===== config.mk =====
export PLATFORM = sky130hd
export DESIGN_NAME = gray_bin_arb_flat
export DESIGN_NICKNAME = d
export VERILOG_FILES = /design/src/rtl/gray_bin_arb_if.sv /design/src/rtl/gray_bin_arb.sv /design/src/flat_wrapper.sv
export SDC_FILE = /design/constraint.sdc
export NUM_CORES = 1
export LEC_CHECK = 0
export ABC_AREA = 1
export BUFFER_PORTS_ARGS = -buffer_cell sky130_fd_sc_hd__buf_4
export CORE_UTILIZATION = 54
export DETAILED_ROUTE_END_ITERATION = 10
export HOLD_SLACK_MARGIN = 0.15
export MAX_ROUTING_LAYER = met4
export PLACE_DENSITY = 0.93
export RECOVER_POWER = 50
export SETUP_SLACK_MARGIN = 0.3
export SYNTH_ARGS = -nofsm -noshare
export SYNTH_HDL_FRONTEND = slang
export SYNTH_SLANG_ARGS = --single-unit

===== constraint.sdc =====
create_clock -name clk -period 4.2 [get_ports clk]
set_clock_uncertainty 0.2 [all_clocks]
set_input_delay 1.05 -clock clk [delete_from_list [all_inputs] [get_ports clk]]
set_output_delay 1.05 -clock clk [all_outputs]
set_load 0.02 [all_outputs]

===== src/rtl/gray_bin_arb_if.sv =====
// gray_bin_arb_if
//   Handshake bundle between Gray-coded requesters, the shared converter and
//   the downstream consumer.
//   req_valid/req_ready/req_data : per-requester Gray word channel
//                                  (requester k at req_data[k*DATA +: DATA])
//   out_valid/out_ready          : registered output channel handshake
//   out_data/out_id              : binary word and index of its source requester
//   master : requesters plus consumer (drives requests, accepts output)
//   slave  : the arbiter/converter
interface gray_bin_arb_if #(
  parameter int DATA = 4,
  parameter int REQ  = 4
);
  localparam int ID = $clog2(REQ);

  logic [REQ-1:0]      req_valid;
  logic [REQ-1:0]      req_ready;
  logic [REQ*DATA-1:0] req_data;
  logic                out_valid;
  logic                out_ready;
  logic [DATA-1:0]     out_data;
  logic [ID-1:0]       out_id;

  modport master (
    output req_valid, req_data, out_ready,
    input  req_ready, out_valid, out_data, out_id
  );

  modport slave (
    input  req_valid, req_data, out_ready,
    output req_ready, out_valid, out_data, out_id
  );
endinterface


===== src/rtl/gray_bin_arb.sv =====
// gray_bin_arb
//   Round-robin arbiter in front of a single Gray-to-binary converter. One
//   requester is granted per cycle; its converted word lands in a one-entry
//   registered output stage tagged with the requester index.
//   clk    : clock, rising edge
//   reset_ : asynchronous active-low reset
//   flush  : synchronous clear of output stage and round-robin pointer
//   bus    : gray_bin_arb_if slave modport (request and output channels)
module gray_bin_arb #(
  parameter int DATA = 4,
  parameter int REQ  = 4
) (
  input  logic            clk,
  input  logic            reset_,
  input  logic            flush,
  gray_bin_arb_if.slave   bus
);
  localparam int ID = $clog2(REQ);

  logic [ID-1:0]   ptr;
  logic            out_valid_q;
  logic [DATA-1:0] out_data_q;
  logic [ID-1:0]   out_id_q;

  logic            load;
  logic            gnt_vld;
  logic [ID-1:0]   gnt_idx;
  logic [ID-1:0]   cand;
  logic            xfer;
  logic [DATA-1:0] gnt_word;
  logic [DATA-1:0] bin_word;
  logic [ID-1:0]   ptr_nxt;

  assign load = !out_valid_q || bus.out_ready;

  // First valid requester at or after ptr, wrapping modulo REQ.
  always_comb begin
    gnt_vld = 1'b0;
    gnt_idx = '0;
    cand    = '0;
    for (int i = 0; i < REQ; i++) begin
      cand = ID'((int'(ptr) + i) % REQ);
      if (!gnt_vld && bus.req_valid[cand]) begin
        gnt_vld = 1'b1;
        gnt_idx = cand;
      end
    end
  end

  // reset_ gates the grant so req_ready reads 0 while the block is held in reset.
  assign xfer = gnt_vld && load && !flush && reset_;

  always_comb begin
    bus.req_ready = '0;
    if (xfer) bus.req_ready[gnt_idx] = 1'b1;
  end

  assign gnt_word = bus.req_data[int'(gnt_idx)*DATA +: DATA];

  // Binary bit i is the XOR of Gray bits [DATA-1:i], built as a running XOR from the MSB.
  always_comb begin
    bin_word = '0;
    bin_word[DATA-1] = gnt_word[DATA-1];
    for (int i = DATA-2; i >= 0; i--) begin
      bin_word[i] = bin_word[i+1] ^ gnt_word[i];
    end
  end

  assign ptr_nxt = (gnt_idx == ID'(REQ-1)) ? '0 : gnt_idx + 1'b1;

  always_ff @(posedge clk or negedge reset_) begin
    if (!reset_) begin
      out_valid_q <= 1'b0;
      out_data_q  <= '0;
      out_id_q    <= '0;
      ptr         <= '0;
    end else if (flush) begin
      out_valid_q <= 1'b0;
      out_data_q  <= '0;
      out_id_q    <= '0;
      ptr         <= '0;
    end else if (xfer) begin
      out_valid_q <= 1'b1;
      out_data_q  <= bin_word;
      out_id_q    <= gnt_idx;
      ptr         <= ptr_nxt;
    end else if (bus.out_ready) begin
      out_valid_q <= 1'b0;
    end
  end

  assign bus.out_valid = out_valid_q;
  assign bus.out_data  = out_data_q;
  assign bus.out_id    = out_id_q;
endmodule

===== src/flat_wrapper.sv =====
// flat-port wrapper written by rule: the top's interface ports become plain ports
module gray_bin_arb_flat 
#(
  parameter int DATA = 4,
  parameter int REQ  = 4
)
  (clk, reset_, flush, bus_req_valid, bus_req_data, bus_out_ready, bus_req_ready, bus_out_valid, bus_out_data, bus_out_id);
  gray_bin_arb_if #(.DATA(DATA), .REQ(REQ)) bus_i ();
  input  logic clk;
  input  logic reset_;
  input  logic flush;
  input wire logic [$bits(bus_i.req_valid)-1:0] bus_req_valid;
  input wire logic [$bits(bus_i.req_data)-1:0] bus_req_data;
  input wire logic [$bits(bus_i.out_ready)-1:0] bus_out_ready;
  output wire logic [$bits(bus_i.req_ready)-1:0] bus_req_ready;
  output wire logic [$bits(bus_i.out_valid)-1:0] bus_out_valid;
  output wire logic [$bits(bus_i.out_data)-1:0] bus_out_data;
  output wire logic [$bits(bus_i.out_id)-1:0] bus_out_id;
  assign bus_i.req_valid = bus_req_valid;
  assign bus_i.req_data = bus_req_data;
  assign bus_i.out_ready = bus_out_ready;
  assign bus_req_ready = bus_i.req_ready;
  assign bus_out_valid = bus_i.out_valid;
  assign bus_out_data = bus_i.out_data;
  assign bus_out_id = bus_i.out_id;
  gray_bin_arb #(.DATA(DATA), .REQ(REQ)) u_core (.clk(clk), .reset_(reset_), .flush(flush), .bus(bus_i));
endmodule

# Yosys cells after proc, flatten, opt, wreduce, memory -nomap -nowiden
# Index checks and enable logic that the tools add are counted.
# Widths: inputs -> output; s select.
[word_totals] ff_bits=9 inputBits=24 out_inout_bits=11 wordCells=63
[op_classes] n_addsub=4 order_cmp=6 n_eq_ne=1 shifts=1 muxes=29 n_bitwise=3 reduce_logical=15
[op_table] operator="$mux 2" n=9
[op_table] operator="$shiftx 16x5->4" n=1
[op_table] operator="$lt 2x3->1 const B" n=5
[op_table] operator="$mux 1" n=12
[op_table] operator="$mux 4" n=3
[op_table] operator="$bmux 1 s2" n=4
[op_table] operator="$logic_and 1x1->1" n=7
[op_table] operator="$logic_not 1->1" n=5
[op_table] operator="$add 2x1->2 const B" n=2
[op_table] operator="$add 2x2->2 const B" n=2
[op_table] operator="$reduce_bool 3->1" n=1
[op_table] operator="$xor 1x1->1" n=3
[op_table] operator="$demux 1 s2" n=1
[op_table] operator="$eq 2x2->1 const B" n=1
[op_table] operator="$ge 2x1->1 const B" n=1
[op_table] operator="$reduce_bool 2->1" n=1
[op_table] operator="$logic_or 1x1->1" n=1

# Logic depth before layout (Yosys ltp)
[depth] depth_word=18 ltp_mapped=19 mapped_depth_nobuf=19

# Least setup slack after synthesis
# No wires, ideal clock.
[synth_timing] path_type="input port to output port" start="input bus_req_valid[3]" end="output bus_req_ready[2]" arrival_ns=2.362 required_time_ns=2.950 path_slack_ns=0.588 stages=11 n_path_buf=1 path_cell_list="inv_1 > nand2_2 > nand3_1 > nand2_2 > nor2_4 > nand3_4 > nand3_4 > buf_12 > ha_1 > inv_1 > nor2_1"
[synth_via] elab_chain_cells=17 elab_cells_between_ends=31 cone_classes="order compare (2); mux (19); reduce/logical (10)"
[synth_rtl] element="from (decl)" line="flat_wrapper.sv:12" source="input wire logic [$bits(bus_i.req_valid)-1:0] bus_req_valid;"
[synth_rtl] element="$bmux 1 s2" line="gray_bin_arb.sv:43" source="if (!gnt_vld && bus.req_valid[cand]) begin"
[synth_rtl] element="$mux 1 (implied by the code)" line="gray_bin_arb.sv:43"
[synth_rtl] element="$mux 1" line="gray_bin_arb.sv:43"
[synth_rtl] element="$logic_not 1->1" line="gray_bin_arb.sv:43"
[synth_rtl] element="$logic_and 1x1->1" line="gray_bin_arb.sv:43"
[synth_rtl] element="$mux 1" line="gray_bin_arb.sv:43"
[synth_rtl] element="$logic_not 1->1" line="gray_bin_arb.sv:43"
[synth_rtl] element="$logic_and 1x1->1" line="gray_bin_arb.sv:43"
[synth_rtl] element="$mux 1" line="gray_bin_arb.sv:43"
[synth_rtl] element="$logic_not 1->1" line="gray_bin_arb.sv:43"
[synth_rtl] element="$logic_and 1x1->1" line="gray_bin_arb.sv:43"
[synth_rtl] element="$mux 2" line="gray_bin_arb.sv:43"
[synth_rtl] element="$lt 2x3->1 (implied by the code) / $ge 2x1->1 (equally long branches)" line="gray_bin_arb.sv:55" source="if (xfer) bus.req_ready[gnt_idx] = 1'b1;"
[synth_rtl] element="$logic_and 1x1->1 (implied by the code)" line="gray_bin_arb.sv:55"
[synth_rtl] element="$mux 1 (implied by the code)" line="gray_bin_arb.sv:55"
[synth_rtl] element="$demux 1 s2"
[synth_rtl] element="$mux 4 *" line="gray_bin_arb.sv:55"
[synth_rtl] element="to (decl)" line="flat_wrapper.sv:15" source="output wire logic [$bits(bus_i.req_ready)-1:0] bus_req_ready;"
# Mark *: on every way between the ends. The rest lies on a longest branch, timed or not. The select of a mux whose other input is x is not followed.

# Worst setup path in the final report
# Same ends and word-level chain as after synthesis.

==> run_results.csv <==
group,metric,value,unit
status,status,"complete, no violations",
critical_path,worstPathRequired,2.95,ns
pwr,p_leak,0.825,nW
grt,grt_usage,0.305,
critical_path,critical-path-max-stage-delay,0.19,ns
pwr,power.density,883,nW/um^2
drt,antenna_left,0,
critical_path,critical_path_class,"input port to output port",
logic_synthesis,yosys.cell_types.count,24,
critical_path,crit_slowest_cell,"ha_1",
clock_network,clockRootBuffer,"clkbuf_4",
timing,fin_setup_tns,0,ns
placed_design,dp_hpwl,2.34,mm
clock_network,numClockSinks,9,
clock_network,insertion_delay,0.25,ns
drt,vias_per_cell,5.46,
pwr,comb_power_share,0.830,
cells_and_area,syn2layout_area_growth,33.2,%
floorplanning,floorplan.initialDensity,0.599,
floorplanning,num_rows,15,
grt,overflow,0,
drt,drc,0,
placed_design,port_buffers,34,
grt,grt_pass1_vias,1132,
timing,fin_crit,3.82,ns
clock_network,hold_buffers,0,
clock_network,cts_buffer_depth,2,
floorplanning,core_area,1800,sq um
run,maxCapViolations,0,
drt,routed_wl,3.17,mm
grt,antenna_found_initial,0,
floorplanning,die-area,2180,sq um
drt,drtPass1Iterations,4,
floorplanning,die_h,46.7,um
critical_path,end_kind,"output port",
drt,wl_per_cell,13.0,um
critical_path,cp_common_cell,"nand2_2",
critical_path,crit_buf_inv,5,
grt,grt_max_degree,18,
logic_synthesis,ys_ff_latch,9,
critical_path,path_cells,"buf_4 > inv_1 > nand2_2 > nand3_1 > nand2_2 > nand2_2 > nand2_1 > nand2_4 > nand3_4 > buf_12 > ha_1 > inv_1 > nor2_1 > buf_4",
critical_path,path_max_fanout,8,
grt,grt_pass1_wl,4.64,mm
timing,hold_viol,0,
drt,drtIter0Drc,66,
cells_and_area,antenna_cells,0,
placed_design,gp_congestion,0.959,
critical_path,critical-path-top-delay-family,"simple AND/OR/NAND/NOR gates",
logic_synthesis,ys_warn_count,0,
timing,fin_crit_sh,0.911,
cells_and_area,final_nets,248,
logic_synthesis,synth-seq-area-share,0.209,
timing,max_freq,0.261,GHz
pwr,swShare,0.556,
clock_network,path_clk_slew,0.06,ns
logic_synthesis,avgSynthCellArea,6.16,sq um
pwr,seq_power_share,0.120,
critical_path,critPathLaunchType,"input port",
timing,relSlewSlack,0.660,
pwr,irDropWorstVdd,0.000586,V
floorplanning,ioPinCount,35,
pwr,internal_power,564,uW
clock_network,tritoncts,"yes",
timing,setup_viol,0,
drt,vias,1333,
logic_synthesis,syn_area,1080,sq um
logic_synthesis,syn_nets,203,
timing,tightest_slew,0.510,ns
floorplanning,fp.dieW,46.7,um
timing,drv_slew,0,
cells_and_area,drive_above_1_share,0.315,
logic_synthesis,synthCells,175,
clock_network,cts_max_level,1,
pwr,p_sw,705,uW
critical_path,crit_arrival,2.57,ns
timing,grt_setup_unrepaired,"no",
pwr,total_power,1.27,mW
pwr,clkPwrFrac,0.051,
hold_path,hold_path_class,"register to register",
clock_network,numCtsBuffers,3,
==> metal layers <==
layer / wire (um) / up-vias / track usage
li1: - / 644 / -
met1: 1270 / 608 / 0.359
met2: 1650 / 71 / 0.550
met3: 186 / 10 / 0.0157
met4: 62 / 0 / 0.0971
met5: 0 / - / -
==> power groups by stage <==
stage | logic (mW) | clock network (mW) | registers [mW]
floorplan | 0.690 | 0 | 0.167
global placement | 0.859 | 0 | 0.147
detailed placement | 0.900 | 0 | 0.149
CTS | 0.907 | 0.0662 | 0.149
global route | 1.16 | 0.0685 | 0.155
finish | 1.05 | 0.0641 | 0.152
==> flip-flops by register name, indices dropped and copies added, names as in the netlist <==
register              cells
u_core.bus.out_valid      1
u_core.ptr                2
u_core.bus.out_data       4
u_core.bus.out_id         2
==> logic make-up after synthesis <==
| logic type | count (synthesis) | share of synthesized area |
|---|---|---|
| AO/OA/AOI/OAI | 15 | 0.0847 |
| adder cells (fa/ha/maj) | 4 | 0.0464 |
| buffers and inverters | 32 | 0.135 |
| flip-flops | 9 | 0.209 |
| AND/OR/NAND/NOR | 115 | 0.526 |
==> synth_stat cells (all sizes together) <==
cell type	number	area [sq um]
buf	3	36.3
inv	29	109
o211ai	3	22.5
a32o	1	10.0
o21ai	7	35.0
nor2	10	47.6
a22o	1	8.76
nand4	7	43.8
dfrtp	9	225
nand3	22	155
ha	4	50.1
or2	1	6.26
nand2	75	314
a21oi	3	15.0
==> cells in the final DEF (no fill, tap or decap) <==
cell type  count
a21oi_1        3
a22o_1         1
a32o_1         1
buf_12         1
buf_4         35
buf_6          1
clkbuf_1       7
clkbuf_4       3
dfrtp_1        9
ha_1           4
inv_1         22
inv_2          6
inv_4          1
nand2_1       62
nand2_2       12
nand2_4        1
nand3_1       15
nand3_2        4
nand3_4        3
nand4_1        7
nor2_1         8
nor2_2         1
nor2_4         1
o211ai_1       3
o21ai_0        6
o21ai_1        1
or2_0          1
==> stage by stage <==
step | hold WS [ns] | setup slack [ns] | util | std cells | cell area, sq um
after detailed placement | 0.283 | 0.308 | 0.746 | 233 | 1340
after global placement | 0.269 | 0.389 | 0.746 | 233 | 1340
after floorplan | 0.367 | 0.588 | - | 175 | 1080
after CTS | 0.301 | 0.300 | 0.760 | 237 | 1370
after global routing | 0.330 | 0.290 | 0.797 | 244 | 1440
final | 0.302 | 0.375 | 0.797 | 244 | 1440
==> layout make-up <==
class,count,area (sq um)
multi-input combinational,134,726
fill,145,365
timing repair buffer,43,317
sequential,9,225
inverter,29,111
tap,25,31.3
clock buffer,4,26.3
==> worst min-delay path, stage by stage, from the launching register on <==
cell,delay (ns)
dfrtp_1,0.33
nand2_1,0.05
o21ai_0,0.08
==> worst paths after layout <==
path | from | end | slack (ns) | cells past startpoint
hold / removal | u_core.bus.out_data[3] | u_core.bus.out_data[3] | 0.30 | 2
setup reg to reg | u_core.ptr[0] | u_core.bus.out_data[0] | 1.31 | 21
max in group asynchronous | reset_ | u_core.bus.out_data[3] | 2.93 | 1
setup / recovery | bus_req_valid[3] | bus_req_ready[2] | 0.38 | 14
min in group asynchronous | reset_ | u_core.bus.out_id[0] | 0.53 | 1
hold reg to reg | u_core.bus.out_data[3] | u_core.bus.out_data[3] | 0.30 | 2
==> repair_timing <==
| item | 4_1_cts | 5_1_grt |
|---|---|---|
| setup endpoints to repair | 1 | 4 |
| hold endpoints to repair | 0 | 0 |
| pin swaps | 1 | 1 |
| buffers inserted | 0 | 7 |
| resized for setup | 0 | 8 |
Power figures use the tool's default switching activity.
